===== src/rtl/irq_pkg.sv =====
// Shared constants and types for the interrupt pending/arbitration block.
package irq_pkg;

    localparam int N_IRQ = 8;
    localparam int IDXW  = 3;

    // IDLE: nothing is presented. PRESENT: an index is held until the consumer accepts it.
    typedef enum logic {
        IDLE    = 1'b0,
        PRESENT = 1'b1
    } irq_state_e;

endpackage


===== src/rtl/prio_enc_n.sv =====
// Combinational MSB-first priority encoder: bit N-1 has the highest priority.
module prio_enc_n #(
    parameter int N    = 8,
    parameter int IDXW = 3
) (
    input  logic [N-1:0]    vec_i,
    output logic [IDXW-1:0] idx_o,
    output logic            any_o
);

    // Scan upward so the highest set bit is the last one written and wins.
    always_comb begin
        idx_o = '0;
        any_o = 1'b0;
        for (int i = 0; i < N; i++) begin
            if (vec_i[i]) begin
                idx_o = IDXW'(i);
                any_o = 1'b1;
            end
        end
    end

endmodule


===== src/rtl/irq_pending_ctrl.sv =====
// Interrupt pending register with edge/level capture, per-line masking,
// MSB-first arbitration and a valid/ready index handshake.
module irq_pending_ctrl
    import irq_pkg::*;
#(
    parameter int N    = N_IRQ,
    parameter int IDXW = irq_pkg::IDXW,
    parameter bit EDGE = 1'b1
) (
    input  logic            clk,
    input  logic            rst_n,
    input  logic            en,
    input  logic [N-1:0]    req_i,
    input  logic [N-1:0]    mask_i,
    output logic            irq_valid_o,
    output logic [IDXW-1:0] irq_idx_o,
    input  logic            irq_ready_i,
    output logic [N-1:0]    pending_o,
    output logic            overflow_o
);

    localparam logic [N-1:0] ONE = {{(N-1){1'b0}}, 1'b1};

    logic [N-1:0]    req_q;
    logic [N-1:0]    pending_q, pending_d;
    logic            valid_q;
    logic [IDXW-1:0] idx_q;
    logic            ovf_q, ovf_d;
    irq_state_e      state_q;

    logic [N-1:0]    set_vec;
    logic [N-1:0]    clr_vec;
    logic [N-1:0]    cand;
    logic [IDXW-1:0] win_idx;
    logic            win_any;

    // Sources that raise pending bits; the previous-cycle copy of req_i gives the rising edge.
    always_comb begin
        if (EDGE) set_vec = req_i & ~req_q;
        else      set_vec = req_i;
    end

    // Clear only the line being serviced, and only when the handshake completes.
    always_comb begin
        clr_vec = '0;
        if (valid_q && irq_ready_i) clr_vec = ONE << idx_q;
    end

    // New captures override a same-cycle clear; a capture hitting an already-pending bit is lost.
    always_comb begin
        pending_d = (pending_q & ~clr_vec) | set_vec;
        ovf_d     = |(set_vec & pending_q & ~clr_vec);
    end

    // Arbitration looks only at the registered pending vector, so a fresh capture waits a cycle.
    assign cand = pending_q & ~mask_i;

    prio_enc_n #(
        .N    (N),
        .IDXW (IDXW)
    ) u_prio_enc (
        .vec_i (cand),
        .idx_o (win_idx),
        .any_o (win_any)
    );

    // Request history, pending bits and the overflow pulse.
    always_ff @(posedge clk or negedge rst_n) begin
        if (!rst_n) begin
            req_q     <= '0;
            pending_q <= '0;
            ovf_q     <= 1'b0;
        end else begin
            req_q     <= req_i;
            pending_q <= pending_d;
            ovf_q     <= ovf_d;
        end
    end

    // Presentation FSM: latch a winner in IDLE, hold it untouched in PRESENT until accepted.
    always_ff @(posedge clk or negedge rst_n) begin
        if (!rst_n) begin
            state_q <= IDLE;
            valid_q <= 1'b0;
            idx_q   <= '0;
        end else begin
            case (state_q)
                IDLE: begin
                    if (en && win_any) begin
                        idx_q   <= win_idx;
                        valid_q <= 1'b1;
                        state_q <= PRESENT;
                    end else begin
                        valid_q <= 1'b0;
                    end
                end
                PRESENT: begin
                    if (irq_ready_i) begin
                        valid_q <= 1'b0;
                        state_q <= IDLE;
                    end
                end
                default: begin
                    valid_q <= 1'b0;
                    state_q <= IDLE;
                end
            endcase
        end
    end

    assign irq_valid_o = valid_q;
    assign irq_idx_o   = idx_q;
    assign pending_o   = pending_q;
    assign overflow_o  = ovf_q;

endmodule


===== config.mk =====
export PLATFORM = sky130hd
export DESIGN_NAME = irq_pending_ctrl
export DESIGN_NICKNAME = d
export VERILOG_FILES = /design/src/rtl/irq_pkg.sv /design/src/rtl/prio_enc_n.sv /design/src/rtl/irq_pending_ctrl.sv
export SDC_FILE = /design/constraint.sdc
export NUM_CORES = 1
export LEC_CHECK = 0
export ABC_AREA = 1
export CAP_MARGIN = 20
export CORE_ASPECT_RATIO = 1.75
export CORE_MARGIN = 2
export CORE_UTILIZATION = 30
export DETAILED_ROUTE_END_ITERATION = 10
export PLACE_DENSITY = 0.67
export SLEW_MARGIN = 10
export SYNTH_ARGS = -nofsm -noshare
export SYNTH_HDL_FRONTEND = slang
export SYNTH_SLANG_ARGS = --single-unit

===== constraint.sdc =====
create_clock -name clk -period 1.9 [get_ports clk]
set_input_delay 0.57 -clock clk [delete_from_list [all_inputs] [get_ports clk]]
set_output_delay 0.57 -clock clk [all_outputs]
set_load 0.01 [all_outputs]

== After elaboration in Yosys (flattened, before gate mapping) ==
Cells that the tools add are included.

* Output and inout bits: 13
* Bits in registers: 22
* Input bits: 20
* Logic and storage cells: 43

* Reductions and logical operators: 4
* Multiplexer cells: 21
* Bitwise operators: 10
* Shift operators: 1
* Equality and inequality tests: 1

{| class="wikitable"
|+ Operators by type and width
! operator !! count
|-
| $and 8x8->8 || 5
|-
| $not 8->8 || 3
|-
| $mux 1 || 12
|-
| $mux 3 || 4
|-
| $mux 8 || 1
|-
| $or 8x8->8 || 1
|-
| $reduce_or 8->1 || 1
|-
| $shl 1x3->8 const A || 1
|-
| $mux 2 || 2
|-
| $pmux 1 s2 || 2
|-
| $logic_and 1x1->1 || 2
|-
| $ne 2x2->1 const B || 1
|-
| $reduce_and 2->1 || 1
|-
| $not 1->1 || 1
|}

== Longest topological paths before layout ==
* Word-level depth: 13
* Depth in mapped cells: 10
* Gate-level depth less buffers: 10

== Modules after synthesis ==
Synthesis repeated with hierarchy kept, for this count alone.

* Cells, all modules: 143
* Area total of the unflattened synthesis: 1,033.5 um^2

{| class="wikitable"
|+ By module, submodules not included
! module !! cells each !! times used !! sequential area each (um^2) !! area an instance (um^2)
|-
| irq_pending_ctrl || 123 || 1 || 550.5 || 955.9
|-
| prio_enc_n || 20 || 1 || 0.0 || 77.6
|}

== Worst setup path before layout ==
OpenSTA, ideal clock, no wires.

* Path type: input -> register
* Start: input mask_i[3]
* End: register idx_q[2] (netlist: irq_idx_o[2])
* Arrival time: 1.076 ns
* Cell stages on the path: 7
* Buffers on the path: 0
* Required time: 1.773 ns
* Library setup time: 0.127 ns
* Path slack: 0.697 ns
* Cell sequence: inv_1 nand2_1 nand2_1 nor3_2 nand2_1 nand2_2 o21ai_0

* Cells in the longest elaborated chain, start to end: 9

{| class="wikitable"
|+ RTL lines
! element !! line !! source
|-
| from (decl) || irq_pending_ctrl.sv:14 || <nowiki>input logic [N-1:0] mask_i,</nowiki>
|-
| $not 8->8 || irq_pending_ctrl.sv:56 || <nowiki>assign cand = pending_q & ~mask_i;</nowiki>
|-
| $and 8x8->8 || irq_pending_ctrl.sv:56 ||
|-
| $mux 1 (5 in a row) || prio_enc_n.sv:16 || <nowiki>if (vec_i[i]) begin</nowiki>
|-
| $logic_and 1x1->1 || irq_pending_ctrl.sv:89 || <nowiki>if (en && win_any) begin</nowiki>
|-
| $reduce_and 2->1 (no source line) || - ||
|-
| to (signal assigned) || irq_pending_ctrl.sv:90 || <nowiki>idx_q <= win_idx;</nowiki>
|-
| to (decl) || irq_pending_ctrl.sv:27 || <nowiki>logic [IDXW-1:0] idx_q;</nowiki>
|}

Every way passes these cells.
A chain may end at the register's enable or synchronous reset.

== Worst setup path in the final report ==
* Start: register pending_q[2] (netlist: pending_o[2])
* End: output pending_o[2]

{| class="wikitable"
|+ RTL lines
! element !! line !! source
|-
| from (decl) || irq_pending_ctrl.sv:25 || <nowiki>logic [N-1:0] pending_q, pending_d;</nowiki>
|-
| from (signal assigned) || irq_pending_ctrl.sv:75 || <nowiki>pending_q <= pending_d;</nowiki>
|-
| to (decl) || irq_pending_ctrl.sv:18 || <nowiki>output logic [N-1:0] pending_o,</nowiki>
|}

No word-level cell between the ends.

==> flow_summary.json <==
{
  "synth.distinct_cells": 16,
  "nNetsFinal": 177,
  "finalCritPeriodShare_pct": 95.5,
  "cts_tree": "built",
  "synth_seq_cells": 22,
  "power.total_uw": 1270,
  "gp_congestion": 0.770,
  "maxCapViolCount": 0,
  "mappedNetlistArea_um2": 1020,
  "start_kind": "flop",
  "cts.clk_slew.worst_paths_ns": 0.08,
  "drv_slew": 0,
  "synth_nets": 139,
  "drive_gt1_share_pct": 12.2,
  "holdWs_ns": 0.471,
  "critPathTopFamily": "buffers and inverters",
  "numCtsBuffers": 3,
  "dieHeight_um": 81.0,
  "cts_buffer_depth": 2,
  "clock-root-buffer": "clkbuf_8",
  "die_width_um": 48.0,
  "viasPerCell": 4.41,
  "grt_max_degree": 23,
  "rsz0062_at_grt": "false",
  "status": "finished, final reports clean",
  "critPathArrivalTime_ns": 1.25,
  "relSlewSlack_pct": 81.7,
  "hold_class": "reg -> reg",
  "regArea_um2": 553,
  "p_leak_uw": 0.000726,
  "fin_setup_tns_ns": 0,
  "hold_violations": 0,
  "first_pass_iters": 4,
  "yosysSeqAreaShare_pct": 54.2,
  "critPathCaptureType": "primary output",
  "grt_pass1_vias": 911,
  "grtUsageTotal_pct": 13.7,
  "cts_sinks": 22,
  "dieArea_um2": 3890,
  "fin_area_um2": 1460,
  "clkLatencyLatePin_ns": 0.26,
  "tightest_slew_ns": 0.275,
  "synthCells": 119,
  "crit_start": "pending_o[2]",
  "fmax_mhz": 551,
  "final_cell_mix": "nand2_1 (36), clkdlybuf4s50_1 (32), inv_1 (22)",
  "ir_worst_vdd_mv": 0.500,
  "place_hpwl_um": 1760,
  "cp_slowest_cell": "clkdlybuf4s50_1",
  "area_delta_synth_final_pct": 43.5,
  "n_fill_cell": 352,
  "worstPathBufferInverterCount": 1,
  "post_synth.cell_area_avg_um2": 8.54,
  "finalSetupViolations": 0,
  "multi_input_area_um2": 383,
  "clock_skew_ns": 0.00409,
  "yosys_warnings": 0,
  "post_dp_cell_area_um2": 1400,
  "grt_pass1_wl_um": 3770,
  "wl_per_cell_um": 10.9,
  "num_vias": 887,
  "drc": 0,
  "core-area_um2": 3290,
  "finalWirelength_um": 2190,
  "post_cts_buffers": 0,
  "period_needed_ns": 1.82,
  "cp_max_fo": 4,
  "p_per_area_nw_per_um2": 870,
  "crit_chain": "clkdlybuf4s50_1",
  "slowest_delay_ns": 0.57,
  "port_buffers": 32,
  "io_pins": 33,
  "grt_overflow_total": 0,
  "detail_route.iter0.violations": 18,
  "worstPathRequired_ns": 1.33,
  "hold_start": "req_q[7]",
  "num_rows": 28,
  "layout_commonest_cell": "nand2_1",
  "antenna_found_initial": 0,
  "worstSetupPathType": "reg -> out",
  "r2r-start": "irq_valid_o",
  "antenna_left": 0,
  "antenna_cells": 0,
  "start_util_pct": 30.9,
  "r2r_setup_slack_ns": 0.71,
  "h-tree-depth": 1
}
==> state kept, by name, summed over array words and instances (netlist names) <==
signal and flops:
pending_o 8, req_q 8, irq_idx_o 3, irq_valid_o 1
overflow_o 1, state_q 1
==> synthesized netlist by cell type <==
master,count,area (um2)
nor2_1,8,30.0
a22o_1,5,43.8
nand3_1,2,10.0
a22o_2,2,20.0
nand2_2,5,31.3
o21ai_0,2,10.0
nor2_4,1,11.3
nor2_2,3,18.8
nand4_1,7,43.8
inv_1,22,82.6
a31oi_1,1,6.26
o21ai_1,1,5.00
a21boi_0,1,7.51
nand2_1,36,135
dfrtp_1,22,551
nor3_2,1,10.0
==> final timing paths <==
| kind | to | cells after the start |
|---|---|---|
| worst max-delay path | pending_o[2] | 1 |
| worst min-delay path | pending_o[7] | 1 |
| worst max register to register | overflow_o | 7 |
| worst min register to register | pending_o[7] | 1 |
| max in group asynchronous | irq_idx_o[0] | 2 |
| min in group asynchronous | pending_o[7] | 2 |
==> per-stage QoR <==
stage               utilization [%]  instances  worst slack (ns)
global route                   44.3        201            0.0370
finish                         44.3        201            0.0849
global placement               42.5        197            0.0579
detailed placement             42.5        197            0.0410
CTS                            44.2        201            0.0479
floorplan                         -        119             0.697
==> timing repair <==
item | in CTS | in global routing
setup endpoints to repair | 0 | 2
resized for setup | 0 | 2
hold buffers | 0 | 0
hold endpoints to repair | 0 | 0
==> cell families (layout without fill, tap and decap cells) <==
logic type      count (synthesis)  after routing  share of synthesized area, %
simple gates                   63             63                          28.6
flops                          22             22                          54.2
buf+inv                        22             59                          8.13
compound gates                 12             12                          9.11
==> power breakdown <==
part	total, uW	internal (uW)	switching [uW]
clock	337	185	152
sequential	592	529	62.8
combinational	339	181	158
==> layer usage <==
metal | track usage [%] | vias up | part of all wire [%]
li1 | - | 448 | -
met1 | 14.1 | 415 | 41
met2 | 24.7 | 20 | 54
met3 | 2.22 | 4 | 3.7
met4 | 6.76 | 0 | 1.3
met5 | 0 | - | 0
==> cell type report <==
cell class | count | area share (%)
Sequential cell | 22 | 37.9
Multi-Input combinational cell | 75 | 26.3
Timing Repair Buffer | 33 | 22.5
Inverter | 22 | 5.67
Tap cell | 45 | 3.86
Clock buffer | 4 | 3.78
No activity file was read; power rests on OpenSTA's default activity.
